<file path="config.mk">
export PLATFORM = sky130hd
export DESIGN_NAME = salu_arbiter
export DESIGN_NICKNAME = d
export VERILOG_FILES = /design/src/rtl/salu_arbiter.sv
export SDC_FILE = /design/constraint.sdc
export NUM_CORES = 1
export LEC_CHECK = 0
export ABC_AREA = 1
export CORE_AREA = 2 2 169 171
export CTS_CLUSTER_SIZE = 28
export DETAILED_ROUTE_END_ITERATION = 10
export DIE_AREA = 0 0 171 173
export PLACE_DENSITY = 0.59
export SYNTH_ARGS = -nofsm -noshare
export SYNTH_HDL_FRONTEND = slang
export SYNTH_SLANG_ARGS = --single-unit
</file>
<file path="constraint.sdc">
create_clock -name clk_i -period 2.3 [get_ports clk_i]
set_clock_uncertainty 0.05 [all_clocks]
set_input_delay 0.46 -clock clk_i [delete_from_list [all_inputs] [get_ports clk_i]]
set_output_delay 0.46 -clock clk_i [all_outputs]
set_load 0.05 [all_outputs]
</file>
<file path="src/rtl/salu_arbiter.sv">
// rtl/salu_arbiter.sv - round-robin arbiter/sequencer sharing one combinational salu among NUM_REQ requesters
// Optional grant lock FSM is compiled in when SALU_ARB_LOCK_EN is defined.
module salu_arbiter #(
  parameter int NUM_REQ    = 4,
  parameter int DATA_WIDTH = 32
) (
  input  logic                          clk_i,
  input  logic                          rst_i,
  input  logic [NUM_REQ-1:0]            req_valid_i,
  output logic [NUM_REQ-1:0]            req_ready_o,
  input  logic [NUM_REQ*DATA_WIDTH-1:0] req_rs1_i,
  input  logic [NUM_REQ*DATA_WIDTH-1:0] req_rs2_i,
  input  logic [NUM_REQ*4-1:0]          req_op_i,
  input  logic [NUM_REQ-1:0]            req_lock_i,
  output logic [NUM_REQ-1:0]            rsp_valid_o,
  input  logic [NUM_REQ-1:0]            rsp_ready_i,
  output logic [DATA_WIDTH-1:0]         rsp_data_o,
  output logic                          rsp_zero_o,
  output logic                          rsp_neg_o,
  output logic                          rsp_ovf_o,
  output logic [DATA_WIDTH-1:0]         alu_rs1_o,
  output logic [DATA_WIDTH-1:0]         alu_rs2_o,
  output logic [3:0]                    alu_op_o,
  input  logic [DATA_WIDTH-1:0]         alu_res_i,
  input  logic                          alu_zero_i,
  input  logic                          alu_neg_i,
  input  logic                          alu_ovf_i,
  output logic                          busy_o
);
  localparam int ID_WIDTH = $clog2(NUM_REQ);

  logic                  s1_valid_q, s1_valid_d;
  logic [ID_WIDTH-1:0]   s1_id_q, s1_id_d;
  logic [DATA_WIDTH-1:0] s1_rs1_q, s1_rs1_d, s1_rs2_q, s1_rs2_d;
  logic [3:0]            s1_op_q, s1_op_d;
  logic                  s2_valid_q, s2_valid_d;
  logic [ID_WIDTH-1:0]   s2_id_q, s2_id_d;
  logic [DATA_WIDTH-1:0] s2_data_q, s2_data_d;
  logic                  s2_zero_q, s2_zero_d, s2_neg_q, s2_neg_d, s2_ovf_q, s2_ovf_d;
  logic [ID_WIDTH-1:0]   ptr_q, ptr_d;

  logic [NUM_REQ-1:0]    eligible;
  logic                  ptr_frozen;
  logic                  grant_found;
  logic [ID_WIDTH-1:0]   grant_id;
  logic                  s2_free, s1_move, s1_can_accept, accept;

  assign s2_free       = s2_valid_q & rsp_ready_i[s2_id_q];
  assign s1_move       = s1_valid_q & (~s2_valid_q | s2_free);
  assign s1_can_accept = ~s1_valid_q | s1_move;
  assign accept        = grant_found & s1_can_accept & ~rst_i;

`ifdef SALU_ARB_LOCK_EN
  typedef enum logic {LK_IDLE, LK_LOCKED} lock_state_e;
  lock_state_e         lock_state_q, lock_state_d;
  logic [ID_WIDTH-1:0] owner_q, owner_d;

  // While locked only the owner competes and the round-robin pointer stays put.
  always_comb begin
    eligible = req_valid_i;
    if (lock_state_q == LK_LOCKED) begin
      eligible          = '0;
      eligible[owner_q] = req_valid_i[owner_q];
    end
  end
  assign ptr_frozen = (lock_state_q == LK_LOCKED);

  always_comb begin
    lock_state_d = lock_state_q;
    owner_d      = owner_q;
    case (lock_state_q)
      LK_IDLE: begin
        if (accept && req_lock_i[grant_id]) begin
          lock_state_d = LK_LOCKED;
          owner_d      = grant_id;
        end
      end
      LK_LOCKED: begin
        if (accept && !req_lock_i[grant_id]) lock_state_d = LK_IDLE;
      end
      default: lock_state_d = LK_IDLE;
    endcase
  end

  always_ff @(posedge clk_i) begin
    if (rst_i) begin
      lock_state_q <= LK_IDLE;
      owner_q      <= '0;
    end else begin
      lock_state_q <= lock_state_d;
      owner_q      <= owner_d;
    end
  end
`else
  logic unused_lock;
  assign unused_lock = ^req_lock_i;
  assign eligible    = req_valid_i;
  assign ptr_frozen  = 1'b0;
`endif

  always_comb begin
    grant_found = 1'b0;
    grant_id    = '0;
    for (int k = 0; k < NUM_REQ; k++) begin
      logic [ID_WIDTH-1:0] cand;
      cand = ID_WIDTH'((int'(ptr_q) + k) % NUM_REQ);
      if (!grant_found && eligible[cand]) begin
        grant_found = 1'b1;
        grant_id    = cand;
      end
    end
  end

  always_comb begin
    req_ready_o = '0;
    if (accept) req_ready_o[grant_id] = 1'b1;
    rsp_valid_o = '0;
    if (s2_valid_q) rsp_valid_o[s2_id_q] = 1'b1;
  end

  always_comb begin
    s1_valid_d = accept | (s1_valid_q & ~s1_move);
    s1_id_d    = s1_id_q;
    s1_rs1_d   = s1_rs1_q;
    s1_rs2_d   = s1_rs2_q;
    s1_op_d    = s1_op_q;
    if (accept) begin
      s1_id_d  = grant_id;
      s1_rs1_d = req_rs1_i[int'(grant_id)*DATA_WIDTH +: DATA_WIDTH];
      s1_rs2_d = req_rs2_i[int'(grant_id)*DATA_WIDTH +: DATA_WIDTH];
      s1_op_d  = req_op_i[int'(grant_id)*4 +: 4];
    end
    // S2 captures the salu outputs for whatever S1 is presenting this cycle.
    s2_valid_d = s1_move | (s2_valid_q & ~s2_free);
    s2_id_d    = s2_id_q;
    s2_data_d  = s2_data_q;
    s2_zero_d  = s2_zero_q;
    s2_neg_d   = s2_neg_q;
    s2_ovf_d   = s2_ovf_q;
    if (s1_move) begin
      s2_id_d   = s1_id_q;
      s2_data_d = alu_res_i;
      s2_zero_d = alu_zero_i;
      s2_neg_d  = alu_neg_i;
      s2_ovf_d  = alu_ovf_i;
    end
    ptr_d = ptr_q;
    if (accept && !ptr_frozen) ptr_d = (int'(grant_id) == NUM_REQ-1) ? '0 : grant_id + 1'b1;
  end

  always_ff @(posedge clk_i) begin
    if (rst_i) begin
      s1_valid_q <= 1'b0;
      s1_id_q    <= '0;
      s1_rs1_q   <= '0;
      s1_rs2_q   <= '0;
      s1_op_q    <= '0;
      s2_valid_q <= 1'b0;
      s2_id_q    <= '0;
      s2_data_q  <= '0;
      s2_zero_q  <= 1'b0;
      s2_neg_q   <= 1'b0;
      s2_ovf_q   <= 1'b0;
      ptr_q      <= '0;
    end else begin
      s1_valid_q <= s1_valid_d;
      s1_id_q    <= s1_id_d;
      s1_rs1_q   <= s1_rs1_d;
      s1_rs2_q   <= s1_rs2_d;
      s1_op_q    <= s1_op_d;
      s2_valid_q <= s2_valid_d;
      s2_id_q    <= s2_id_d;
      s2_data_q  <= s2_data_d;
      s2_zero_q  <= s2_zero_d;
      s2_neg_q   <= s2_neg_d;
      s2_ovf_q   <= s2_ovf_d;
      ptr_q      <= ptr_d;
    end
  end

  assign alu_rs1_o  = s1_rs1_q;
  assign alu_rs2_o  = s1_rs2_q;
  assign alu_op_o   = s1_op_q;
  assign rsp_data_o = s2_data_q;
  assign rsp_zero_o = s2_zero_q;
  assign rsp_neg_o  = s2_neg_q;
  assign rsp_ovf_o  = s2_ovf_q;
  assign busy_o     = s1_valid_q | s2_valid_q;
endmodule

</file>
==> impl_metrics.tcl <==
set metrics [dict create \
    via_count 9104 \
    design.core.area_um2 27600 \
    grt_pass1_wl_mm 47.8 \
    clock_tree.buffer_depth 2 \
    postSynthRegisterBits 111 \
    slowest_delay_ps 440 \
    synth.lib_cells_used.distinct 25 \
    final_core_utilization_pct 44.9 \
    p_per_area_nw_per_um2 1470 \
    path_clk_slew_ps 90 \
    outcome "complete, but fails checks" \
    tcrit_tclk_final_pct 113 \
    fin_area_um2 12400 \
    grt.overflow.total 0 \
    final_cell_mix "413 x sky130_fd_sc_hd__clkdlybuf4s50_1, 270 x sky130_fd_sc_hd__nand3_1, 219 x sky130_fd_sc_hd__nand2_1" \
    timing.critical_path.arrival_ps 2080 \
    setup_viol 4 \
    postRouteWirelength_mm 32.5 \
    violated_checks "negative setup slack" \
    maxClockFrequency_mhz 386 \
    areaGrowthSynthToFinish_pct 85.3 \
    final_cells 1833 \
    cts.hold.buffers_added 0 \
    grt_antenna_before_repair 1 \
    grt_start_max_net_pins 72 \
    crit_path_cell_trace "inv_8 -> buf_4 -> nand2_4 -> and2_1 -> nand4_1 -> nand4_1 -> buf_6 -> ha_4 -> inv_2 -> nor2_4 -> buf_12" \
    synthesis.instances 1042 \
    remaining_drc_errors 0 \
    tritoncts "built" \
    p_leak_uw 0.00514 \
    cp_common_cell "sky130_fd_sc_hd__nand4_1" \
    synth_area_um2 6690 \
    avgSynthCellArea_um2 6.42 \
    cp.required_ps 1790 \
    vdd_ir_drop_max_v 0.000721 \
    post-dp-hpwl_mm 22.9 \
    crit_path_top_delay_cell "sky130_fd_sc_hd__dfxtp_4" \
    insertion_delay_ps 370 \
    critical_path_class "reg -> out" \
    placement.cell_area_um2 11700 \
    timing.final.hold_violations 0 \
    cp-end-kind "output port" \
    ys.warnings.count 0 \
    synth_seq_area_share_pct 33.2 \
    floorplan.die_area_um2 29600 \
    start_kind "flop" \
    max_slew_margin_pct 61.8 \
    dp_cells 1800 \
    finalWorstPathRequiredPeriod_ps 2590 \
    routabilityCongestion 0.839 \
    rsz0062_at_grt "yes" \
    vias_per_cell 4.97 \
    synthesis.nets 1364 \
    first_pass_iters 5 \
    grt_use_total_pct 20.4 \
    tritoncts.num_buffers 9 \
    number_of_global_route_vias_before_repair 8581 \
    die_x_um 171 \
    timing.hold.worst.class "reg -> reg" \
    port-buffer-count 428 \
    cts_max_level 3 \
    detailedRoute.firstIterationViolations 512 \
    drive_above_1_share_pct 11.6 \
    post-layout-total-power_uw 18300 \
    drt.antenna.violating_nets 0 \
    critical_path_peak_fanout 9 \
    tightestPinTransition_ps 571 \
    layout.cells.most_common "sky130_fd_sc_hd__clkdlybuf4s50_1" \
    design.final.nets 1771 \
    start_util_pct 24.2 \
    boundaryPins 433 \
    cts-root-buf "sky130_fd_sc_hd__clkbuf_16" \
    die_height_um 173 \
    cts_sinks 111 \
    cap_viol_max_count 0 \
    core.rowCount 61 \
    avgRoutedWirePerCell_um 17.7 \
    postLayoutSetupSlackWorst_ps -289 \
    maxSlewViolCount 0 \
]
==> power by group <==
| part | switching [uW] | internal (uW) | leakage, uW |
|---|---|---|---|
| sequential | 383 | 2640 | 0.000924 |
| clock | 878 | 781 | 0.000149 |
| combinational | 8490 | 5080 | 0.00406 |
| total | 9750 | 8500 | 0.00514 |
==> sequential cells by signal, indices dropped and copies added, names as in the netlist <==
name / flops
alu_rs1_o: 32
alu_rs2_o: 32
rsp_data_o: 32
alu_op_o: 4
ptr_q: 2
s1_id_q: 2
s2_id_q: 2
rsp_neg_o: 1
rsp_ovf_o: 1
rsp_zero_o: 1
s1_valid_q: 1
s2_valid_q: 1
==> worst paths after layout <==
path,start,end,slack (ps),depth (start not counted)
min,s1_id_q[1]$_SDFFE_PP0P_,s1_id_q[1]$_SDFFE_PP0P_,410,2
max reg2reg,ptr_q[0]$_SDFFE_PP0P_,alu_rs1_o[9]$_SDFFE_PP0P_,150,15
max,ptr_q[0]$_SDFFE_PP0P_,req_ready_o[3],-290,11
min reg2reg,s1_id_q[1]$_SDFFE_PP0P_,s1_id_q[1]$_SDFFE_PP0P_,410,2
==> kinds of logic after synthesis <==
group / count (synthesis) / share of synthesized area [%]
AND/OR/NAND/NOR: 757 / 53.7
buffers and inverters: 127 / 9.44
flip-flops: 111 / 33.2
AO/OA/AOI/OAI: 46 / 3.51
adder cells (fa/ha/maj): 1 / 0.187
==> metal layers <==
| metal | wire length [um] | global-route usage [%] | vias to the layer above |
|---|---|---|---|
| met3 | 2760 | 5.04 | 47 |
| met1 | 12800 | 24.2 | 4202 |
| met4 | 824 | 7.49 | 0 |
| li1 | - | - | 4461 |
| met2 | 16100 | 35.3 | 394 |
| met5 | 0 | 0 | - |
==> layout make-up <==
| type | instances | area (um2) |
|---|---|---|
| fillers | 2822 | 15200 |
| repair buffers | 504 | 5200 |
| multi-input cells | 804 | 4100 |
| flip-flops and latches | 111 | 2230 |
| well taps | 378 | 473 |
| clock buffers | 9 | 225 |
| inverters | 19 | 92.6 |
| clock inverters | 7 | 83.8 |
| diodes | 1 | 2.50 |
==> timing repair <==
| action | 4_1_cts | 5_1_grt |
|---|---|---|
| pin swaps | 12 | 11 |
| gates resized for setup | 33 | 31 |
| buffers inserted | 14 | 4 |
| gates cloned | 0 | 4 |
| endpoints found under the setup margin | 12 | 73 |
==> critical path: cells and delay by family (launching register included) <==
kind / cells / cell delay (ps)
flip-flops: 1 / 440
buffers and inverters: 5 / 530
adder cells (fa/ha/maj): 1 / 130
AND/OR/NAND/NOR: 5 / 610
==> synth_stat cells (all sizes together) <==
master | instances | area [um2]
a211oi | 1 | 7.51
a21oi | 6 | 30.0
a22oi | 1 | 7.51
and2 | 1 | 6.26
buf | 76 | 437
clkbuf | 32 | 121
clkinv | 1 | 3.75
dfxtp | 111 | 2220
ha | 1 | 12.5
inv | 18 | 70.1
nand2 | 246 | 928
nand3 | 286 | 1460
nand4 | 139 | 870
nor2 | 80 | 305
nor3 | 5 | 25.0
o21ai | 38 | 190
==> through the flow <==
stage	setup TNS [ps]	hold WS (ps)	setup WS, ps
5_1_grt	-1550	434	-442
3_3_place_gp	-22170	397	-439
2_1_floorplan	-20.7	386	-20.7
3_5_place_dp	-22530	402	-439
6_report	-1010	411	-289
4_1_cts	-5590	415	-337
Power figures use the tool's default switching activity.
